--- config.mk ---
export PLATFORM = sky130hd
export DESIGN_NAME = led_share_arbiter
export DESIGN_NICKNAME = d
export VERILOG_FILES = /design/src/rtl/led_share_arbiter.sv
export SDC_FILE = /design/constraint.sdc
export NUM_CORES = 1
export LEC_CHECK = 0
export ABC_AREA = 1
export ABC_CLOCK_PERIOD_IN_PS = 2750
export CAP_MARGIN = 20
export CORE_UTILIZATION = 55
export DETAILED_ROUTE_END_ITERATION = 10
export PLACE_DENSITY_LB_ADDON = 0.05
export SETUP_SLACK_MARGIN = 0.05
export SLEW_MARGIN = 20
export SYNTH_ARGS = -nofsm -noshare
export SYNTH_HDL_FRONTEND = slang
export SYNTH_SLANG_ARGS = --single-unit
--- constraint.sdc ---
create_clock -name clk -period 2.75 [get_ports clk]
set_input_delay 0.275 -clock clk [delete_from_list [all_inputs] [get_ports clk]]
set_output_delay 0.275 -clock clk [all_outputs]
set_load 0.005 [all_outputs]
--- src/rtl/led_share_arbiter.sv ---
// Round-robin arbiter sharing an 8-bit LED bank between N_REQ pattern sources,
// with tick-based min/max hold times and a bouncing-bar idle pattern.
module led_share_arbiter #(
    parameter int N_REQ     = 3,
    parameter int TICK_DIV  = 15000000,
    parameter int MIN_TICKS = 2,
    parameter int MAX_TICKS = 8
) (
    input  logic                 clk,
    input  logic                 reset,
    input  logic [N_REQ-1:0]     req,
    input  logic [8*N_REQ-1:0]   pat,
    output logic [N_REQ-1:0]     gnt,
    output logic                 busy,
    output logic [7:0]           oled
);

    localparam int IW = $clog2(N_REQ);
    localparam int DW = $clog2(TICK_DIV);
    localparam int HW = $clog2(MAX_TICKS + 1);

    localparam logic [0:0] ST_IDLE  = 1'b0;
    localparam logic [0:0] ST_GRANT = 1'b1;

    localparam logic [DW-1:0] DIV_LAST   = DW'(TICK_DIV - 1);
    localparam logic [HW-1:0] HELD_MIN   = HW'(MIN_TICKS);
    localparam logic [HW-1:0] HELD_MAX   = HW'(MAX_TICKS);
    localparam logic [IW-1:0] OWNER_LAST = IW'(N_REQ - 1);

    // Returns {found, index} of the first set bit at or after start, wrapping.
    function automatic logic [IW:0] rr_pick(input logic [N_REQ-1:0] r,
                                            input logic [IW-1:0]    start);
        logic [IW:0]   sum;
        logic          found;
        logic [IW-1:0] idx;
        found = 1'b0;
        idx   = start;
        // Walk offsets from farthest to nearest so the nearest hit wins.
        for (int i = N_REQ - 1; i >= 0; i--) begin
            sum = {1'b0, start} + (IW+1)'(i);
            if (sum >= (IW+1)'(N_REQ)) begin
                sum = sum - (IW+1)'(N_REQ);
            end else begin
                sum = sum;
            end
            if (r[sum[IW-1:0]]) begin
                found = 1'b1;
                idx   = sum[IW-1:0];
            end else begin
                found = found;
            end
        end
        return {found, idx};
    endfunction

    function automatic logic [N_REQ-1:0] onehot(input logic [IW-1:0] idx);
        logic [N_REQ-1:0] v;
        v      = {N_REQ{1'b0}};
        v[idx] = 1'b1;
        return v;
    endfunction

    logic [0:0]       state_q,    state_d;
    logic [IW-1:0]    owner_q,    owner_d;
    logic [HW-1:0]    held_q,     held_d;
    logic [IW-1:0]    rr_ptr_q,   rr_ptr_d;
    logic [7:0]       idle_q,     idle_d;
    logic             dir_q,      dir_d;
    logic [7:0]       last_pat_q, last_pat_d;
    logic [DW-1:0]    div_cnt_q,  div_cnt_d;
    logic [7:0]       oled_q,     oled_d;
    logic [N_REQ-1:0] gnt_q,      gnt_d;
    logic             busy_q,     busy_d;

    logic             tick_s;
    logic             owner_req_s;
    logic [7:0]       owner_pat_s;
    logic [N_REQ-1:0] others_s;
    logic [IW-1:0]    rr_next_s;
    logic [IW:0]      idle_pick_s;
    logic [IW:0]      rot_pick_s;
    logic [7:0]       idle_step_s;
    logic             dir_step_s;
    logic             release_s;
    logic             rotate_s;

    // Free-running display tick divider.
    always_comb begin
        tick_s = (div_cnt_q == DIV_LAST);
        if (tick_s) begin
            div_cnt_d = {DW{1'b0}};
        end else begin
            div_cnt_d = div_cnt_q + DW'(1);
        end
    end

    // Owner-related helpers and the next bouncing-bar step.
    always_comb begin
        owner_req_s = req[owner_q];
        // A dropped request keeps showing the last pattern captured for this owner.
        if (owner_req_s) begin
            owner_pat_s = pat[{owner_q, 3'b000} +: 8];
        end else begin
            owner_pat_s = last_pat_q;
        end
        others_s          = req;
        others_s[owner_q] = 1'b0;
        if (owner_q == OWNER_LAST) begin
            rr_next_s = {IW{1'b0}};
        end else begin
            rr_next_s = owner_q + IW'(1);
        end
        idle_pick_s = rr_pick(req, rr_ptr_q);
        rot_pick_s  = rr_pick(others_s, rr_next_s);
        release_s   = !owner_req_s && (held_q >= HELD_MIN);
        rotate_s    = (held_q == HELD_MAX) && (|others_s);
        if (dir_q) begin
            idle_step_s = {idle_q[6:0], 1'b1};
            dir_step_s  = (idle_q == 8'h7F) ? 1'b0 : 1'b1;
        end else begin
            idle_step_s = {1'b0, idle_q[7:1]};
            dir_step_s  = (idle_q == 8'h01) ? 1'b1 : 1'b0;
        end
    end

    // Arbitration state machine and output next-state.
    always_comb begin
        state_d    = state_q;
        owner_d    = owner_q;
        held_d     = held_q;
        rr_ptr_d   = rr_ptr_q;
        idle_d     = idle_q;
        dir_d      = dir_q;
        last_pat_d = last_pat_q;
        oled_d     = oled_q;
        case (state_q)
            ST_IDLE: begin
                if (idle_pick_s[IW]) begin
                    state_d    = ST_GRANT;
                    owner_d    = idle_pick_s[IW-1:0];
                    held_d     = {HW{1'b0}};
                    last_pat_d = pat[{idle_pick_s[IW-1:0], 3'b000} +: 8];
                end else if (tick_s) begin
                    idle_d = idle_step_s;
                    dir_d  = dir_step_s;
                    oled_d = idle_step_s;
                end else begin
                    oled_d = idle_q;
                end
            end
            ST_GRANT: begin
                oled_d     = owner_pat_s;
                last_pat_d = owner_pat_s;
                if (release_s || rotate_s) begin
                    rr_ptr_d = rr_next_s;
                    if (rot_pick_s[IW]) begin
                        owner_d    = rot_pick_s[IW-1:0];
                        held_d     = {HW{1'b0}};
                        last_pat_d = pat[{rot_pick_s[IW-1:0], 3'b000} +: 8];
                    end else begin
                        state_d = ST_IDLE;
                        oled_d  = idle_q;
                    end
                end else if (tick_s && (held_q != HELD_MAX)) begin
                    held_d = held_q + HW'(1);
                end else begin
                    held_d = held_q;
                end
            end
            default: begin
                state_d = ST_IDLE;
            end
        endcase
        if (state_d == ST_GRANT) begin
            gnt_d = onehot(owner_d);
        end else begin
            gnt_d = {N_REQ{1'b0}};
        end
        busy_d = (state_d == ST_GRANT);
    end

    // State and output registers with synchronous reset.
    always_ff @(posedge clk) begin
        if (reset) begin
            state_q    <= ST_IDLE;
            owner_q    <= {IW{1'b0}};
            held_q     <= {HW{1'b0}};
            rr_ptr_q   <= {IW{1'b0}};
            idle_q     <= 8'h00;
            dir_q      <= 1'b1;
            last_pat_q <= 8'h00;
            div_cnt_q  <= {DW{1'b0}};
            oled_q     <= 8'h00;
            gnt_q      <= {N_REQ{1'b0}};
            busy_q     <= 1'b0;
        end else begin
            state_q    <= state_d;
            owner_q    <= owner_d;
            held_q     <= held_d;
            rr_ptr_q   <= rr_ptr_d;
            idle_q     <= idle_d;
            dir_q      <= dir_d;
            last_pat_q <= last_pat_d;
            div_cnt_q  <= div_cnt_d;
            oled_q     <= oled_d;
            gnt_q      <= gnt_d;
            busy_q     <= busy_d;
        end
    end

    assign gnt  = gnt_q;
    assign busy = busy_q;
    assign oled = oled_q;

endmodule
==> impl_metrics.json <==
{
  "synth_enable_flop_cells": 0,
  "coreArea_um2": 7250,
  "hold_path_depth": 1,
  "power.internal_uw": 1660,
  "cts.clk_slew.worst_paths_ps": 70,
  "sw_frac_of_total": 0.320,
  "worst_case_register_to_register_setup_slack_ps": 380,
  "grt_antenna_before_repair": 0,
  "detail_route.wirelength.met1_mm": 4.99,
  "ys_seq_elements": 61,
  "starting_density": 0.568,
  "power.static_leakage_uw": 0.00209,
  "max_clock_freq_mhz": 421,
  "slew_of_the_pin_with_the_lowest_slew_margin_ps": 559,
  "die_area_um2": 7830,
  "start_of_the_worst_register_to_register_path": "rr_ptr_q[0]",
  "dp_slack_ps": 287,
  "clock_tree_from_tritoncts": "yes",
  "worstHoldStart": "div_cnt_q[0]",
  "ff2ff_path_depth": 13,
  "final.setup.worst_slack_ps": 377,
  "top_signal_layer_used": "met4",
  "number_of_hold_buffers_added_after_cts": 0,
  "synthToLayoutAreaGrowth_pct": 17.3,
  "synth.yosys.warnings": 0,
  "timing.clock.skew_ps": 6.43,
  "synth_area_per_cell_um2": 6.15,
  "synth_cell_types": 41,
  "fillers": 689,
  "timing.setup.critical_path_class": "reg -> reg",
  "ys_async_sr_fraction": 0,
  "critical_path.max_fanout": 15,
  "global_route_wire_length_before_repair_mm": 17.8,
  "multi_input_area_um2": 2510,
  "timing.critical_path.arrival_ps": 2640,
  "finalSetupTns_ps": 0,
  "wl_met3_um": 751,
  "crit_buf_inv": 3,
  "routed_wl_mm": 11.1,
  "non_filler_instance_count_after_layout": 813,
  "place.gp.congestion": 0.902,
  "grt_start_max_net_pins": 22,
  "rsz0062_at_grt": "no",
  "power_frac_clock": 0.345,
  "tot_gr_track_use": 0.289,
  "cp-end-kind": "flip-flop",
  "drc": 0,
  "hold_viol": 0,
  "maximum_buffer_depth_of_the_clock_tree": 2,
  "ant_nets": 0,
  "hold_path_class": "reg -> reg",
  "vias_per_cell": 5.51,
  "slew_headroom": 0.626,
  "power_density_nw_per_um2": 505,
  "cts_inserted_buffers": 9,
  "rows": 31,
  "setup-violations-final": 0,
  "diodes": 0,
  "critical_path_required_ps": 3020,
  "netSwitchingPower_uw": 779,
  "min_delay_worst_endpoint": "div_cnt_q[0]",
  "drt-wirelength-per-cell_um": 13.7,
  "max-vdd-ir-drop_v": 0.000380,
  "timing_max_transition_violations_final": 0,
  "final_period_util": 0.863,
  "maxCapViolations": 0,
  "post_dp_hpwl_mm": 8.09,
  "area.sequential_um2": 1220,
  "timing.critical_path.from_type": "flip-flop",
  "cp_max_delay_cell": "sky130_fd_sc_hd__dfxtp_1",
  "sequentialPowerShare": 0.398,
  "yosysSeqAreaShare": 0.297,
  "postSynthCellCount": 669,
  "cts.sinks": 61,
  "synth_top_flop_cell": "sky130_fd_sc_hd__dfxtp_1",
  "path_cells": "inv_1 -> ha_1 -> inv_1 -> nand2_1 -> nand3_1 -> nand2_1 -> nor2_1 -> nand2_1 -> nand2_2 -> inv_4 -> a22oi_1 -> nand2_1 -> nor3_1",
  "overflow": 0,
  "fin_crit_ps": 2370,
  "finish.net_count": 745,
  "number_of_global_route_vias_before_repair": 4014,
  "comb_power_share": 0.257,
  "io-pin-count": 41,
  "die_h_um": 88.5,
  "place.port_buffers": 40,
  "synthesis.nets": 705,
  "fp.dieW_um": 88.5,
  "htreeDepth": 3,
  "syn_area_um2": 4120,
  "detailedRoute.firstPassIterationCount": 5,
  "crit-reg2reg-capture": "gnt[0]",
  "placed_cells": 797,
  "share_of_layout_cells_above_drive_strength_1": 0.0784,
  "status": "complete, no violations",
  "vias": 4481,
  "cp_top_family": "simple AND/OR/NAND/NOR gates",
  "drt_first_iter_violations": 372,
  "cts_root_buffer": "sky130_fd_sc_hd__clkbuf_8",
  "cp_common_cell": "sky130_fd_sc_hd__nand2_1",
  "clock_latency_ps": 340,
  "critical_path.max_stage_delay_ps": 390,
  "met2_wirelength_mm": 5.18
}
-- per-stage QoR --
step                cell area [um2]  utilization  hold WS [ps]  total power (uW)
finish                         4830        0.666           444              2440
global route                   4830        0.666           478              2560
CTS                            4820        0.664           448              2430
detailed placement             4610        0.635           437              1600
global placement               4610        0.635           428              1590
floorplan                      4120            -           413              1390
-- cell usage in the layout, fill, tap and decap left out, types with 11 or more instances in the layout --
cell type / Yosys / routed
sky130_fd_sc_hd__nand2_1: 204 / 203
sky130_fd_sc_hd__inv_1: 75 / 75
sky130_fd_sc_hd__nand3_1: 64 / 64
sky130_fd_sc_hd__dfxtp_1: 61 / 61
sky130_fd_sc_hd__a21oi_1: 59 / 59
sky130_fd_sc_hd__nor2_1: 46 / 46
sky130_fd_sc_hd__clkdlybuf4s50_1: 0 / 40
sky130_fd_sc_hd__o21ai_0: 24 / 24
sky130_fd_sc_hd__nand4_1: 17 / 17
sky130_fd_sc_hd__o21ai_1: 15 / 15
sky130_fd_sc_hd__clkbuf_8: 0 / 12
sky130_fd_sc_hd__nor3_1: 11 / 11
-- synth_stat cells, types with 2 or more instances --
master / number / share of area
sky130_fd_sc_hd__nand3_1: 64 / 0.078
sky130_fd_sc_hd__dfxtp_1: 61 / 0.30
sky130_fd_sc_hd__nand4_1: 17 / 0.026
sky130_fd_sc_hd__nor3b_1: 6 / 0.011
sky130_fd_sc_hd__buf_1: 2 / 0.0018
sky130_fd_sc_hd__mux2i_1: 5 / 0.012
sky130_fd_sc_hd__a21oi_1: 59 / 0.072
sky130_fd_sc_hd__nor2_2: 3 / 0.0046
sky130_fd_sc_hd__inv_1: 75 / 0.068
sky130_fd_sc_hd__a22oi_1: 2 / 0.0036
sky130_fd_sc_hd__inv_2: 9 / 0.0082
sky130_fd_sc_hd__nor4_1: 2 / 0.0030
sky130_fd_sc_hd__clkbuf_1: 7 / 0.0064
sky130_fd_sc_hd__nand2_2: 7 / 0.011
sky130_fd_sc_hd__a21boi_1: 6 / 0.011
sky130_fd_sc_hd__buf_2: 7 / 0.0085
sky130_fd_sc_hd__nor2_4: 3 / 0.0082
sky130_fd_sc_hd__o21ai_1: 15 / 0.018
sky130_fd_sc_hd__nand2_4: 3 / 0.0082
sky130_fd_sc_hd__nor3_1: 11 / 0.013
sky130_fd_sc_hd__xor2_1: 6 / 0.013
sky130_fd_sc_hd__o21ai_0: 24 / 0.029
sky130_fd_sc_hd__or2_2: 2 / 0.0030
sky130_fd_sc_hd__or2_0: 2 / 0.0030
sky130_fd_sc_hd__ha_1: 7 / 0.021
sky130_fd_sc_hd__nand2_1: 204 / 0.19
sky130_fd_sc_hd__nor2_1: 46 / 0.042
-- what timing repair did --
item,CTS,global route
endpoints found under the setup margin,0,2
buffers inserted,0,0
hold endpoints to repair,0,0
resized for setup,0,4
-- area by class of cell --
cell class                 count  area share
multi-input combinational    507       0.519
sequential                    61       0.253
timing repair buffer          46      0.0923
inverter                      84      0.0658
clock buffer                  13      0.0350
tap                           99      0.0257
clock inverter                 3     0.00881
-- how the worst max path moves through the flow --
stage / startpoint / endpoint / slack [ps] / cells past startpoint
final: rr_ptr_q[0] / gnt[0] / 380 / 13
after global routing: rr_ptr_q[0] / oled[7] / 110 / 14
after CTS: rr_ptr_q[0] / gnt[1] / 280 / 13
after detailed placement: rr_ptr_q[0] / gnt[1] / 290 / 13
after global placement: rr_ptr_q[0] / gnt[1] / 380 / 13
after floorplan: rr_ptr_q[0] / gnt[1] / 740 / 13
-- per-layer routing --
metal | vias to the layer above | track usage
li1 | 2258 | -
met1 | 2018 | 0.379
met2 | 175 | 0.475
met3 | 30 | 0.0578
met4 | 0 | 0.0968
met5 | - | 0
-- worst register-to-register path, stage by stage (launching register included) --
cell	delay (ps)
sky130_fd_sc_hd__dfxtp_1	390
sky130_fd_sc_hd__inv_1	80
sky130_fd_sc_hd__ha_1	340
sky130_fd_sc_hd__inv_1	140
sky130_fd_sc_hd__nand2_1	60
sky130_fd_sc_hd__nand3_1	90
sky130_fd_sc_hd__nand2_1	90
sky130_fd_sc_hd__nor2_1	170
sky130_fd_sc_hd__nand2_1	140
sky130_fd_sc_hd__nand2_2	140
sky130_fd_sc_hd__inv_4	110
sky130_fd_sc_hd__a22oi_1	200
sky130_fd_sc_hd__nand2_1	150
sky130_fd_sc_hd__nor3_1	200
-- sequential cells by signal (all words and copies together), names as in the netlist, 2 cells and up --
register,flops
idle_q,8
last_pat_q,8
held_q,4
oled,8
owner_q,2
div_cnt_q,24
rr_ptr_q,2
gnt,3
-- power by group through the flow --
stage               combinational, uW  sequential [uW]  clock (uW)
finish                            625              970         842
global route                      694              973         891
CTS                               613              969         852
detailed placement                610              988           0
global placement                  599              987           0
floorplan                         411              977           0
-- kinds of logic (layout without fill, tap and decap cells) --
logic type	Yosys count	count (layout)	share of synthesized area
AND/OR/NAND/NOR	377	377	0.414
adder cells (fa/ha/maj)	7	7	0.0213
XOR/XNOR	7	7	0.0149
flip-flops	61	61	0.297
multiplexers	5	5	0.0122
AO/OA/AOI/OAI	111	111	0.145
buffers and inverters	101	146	0.0960
Power figures use the tool's default switching activity.
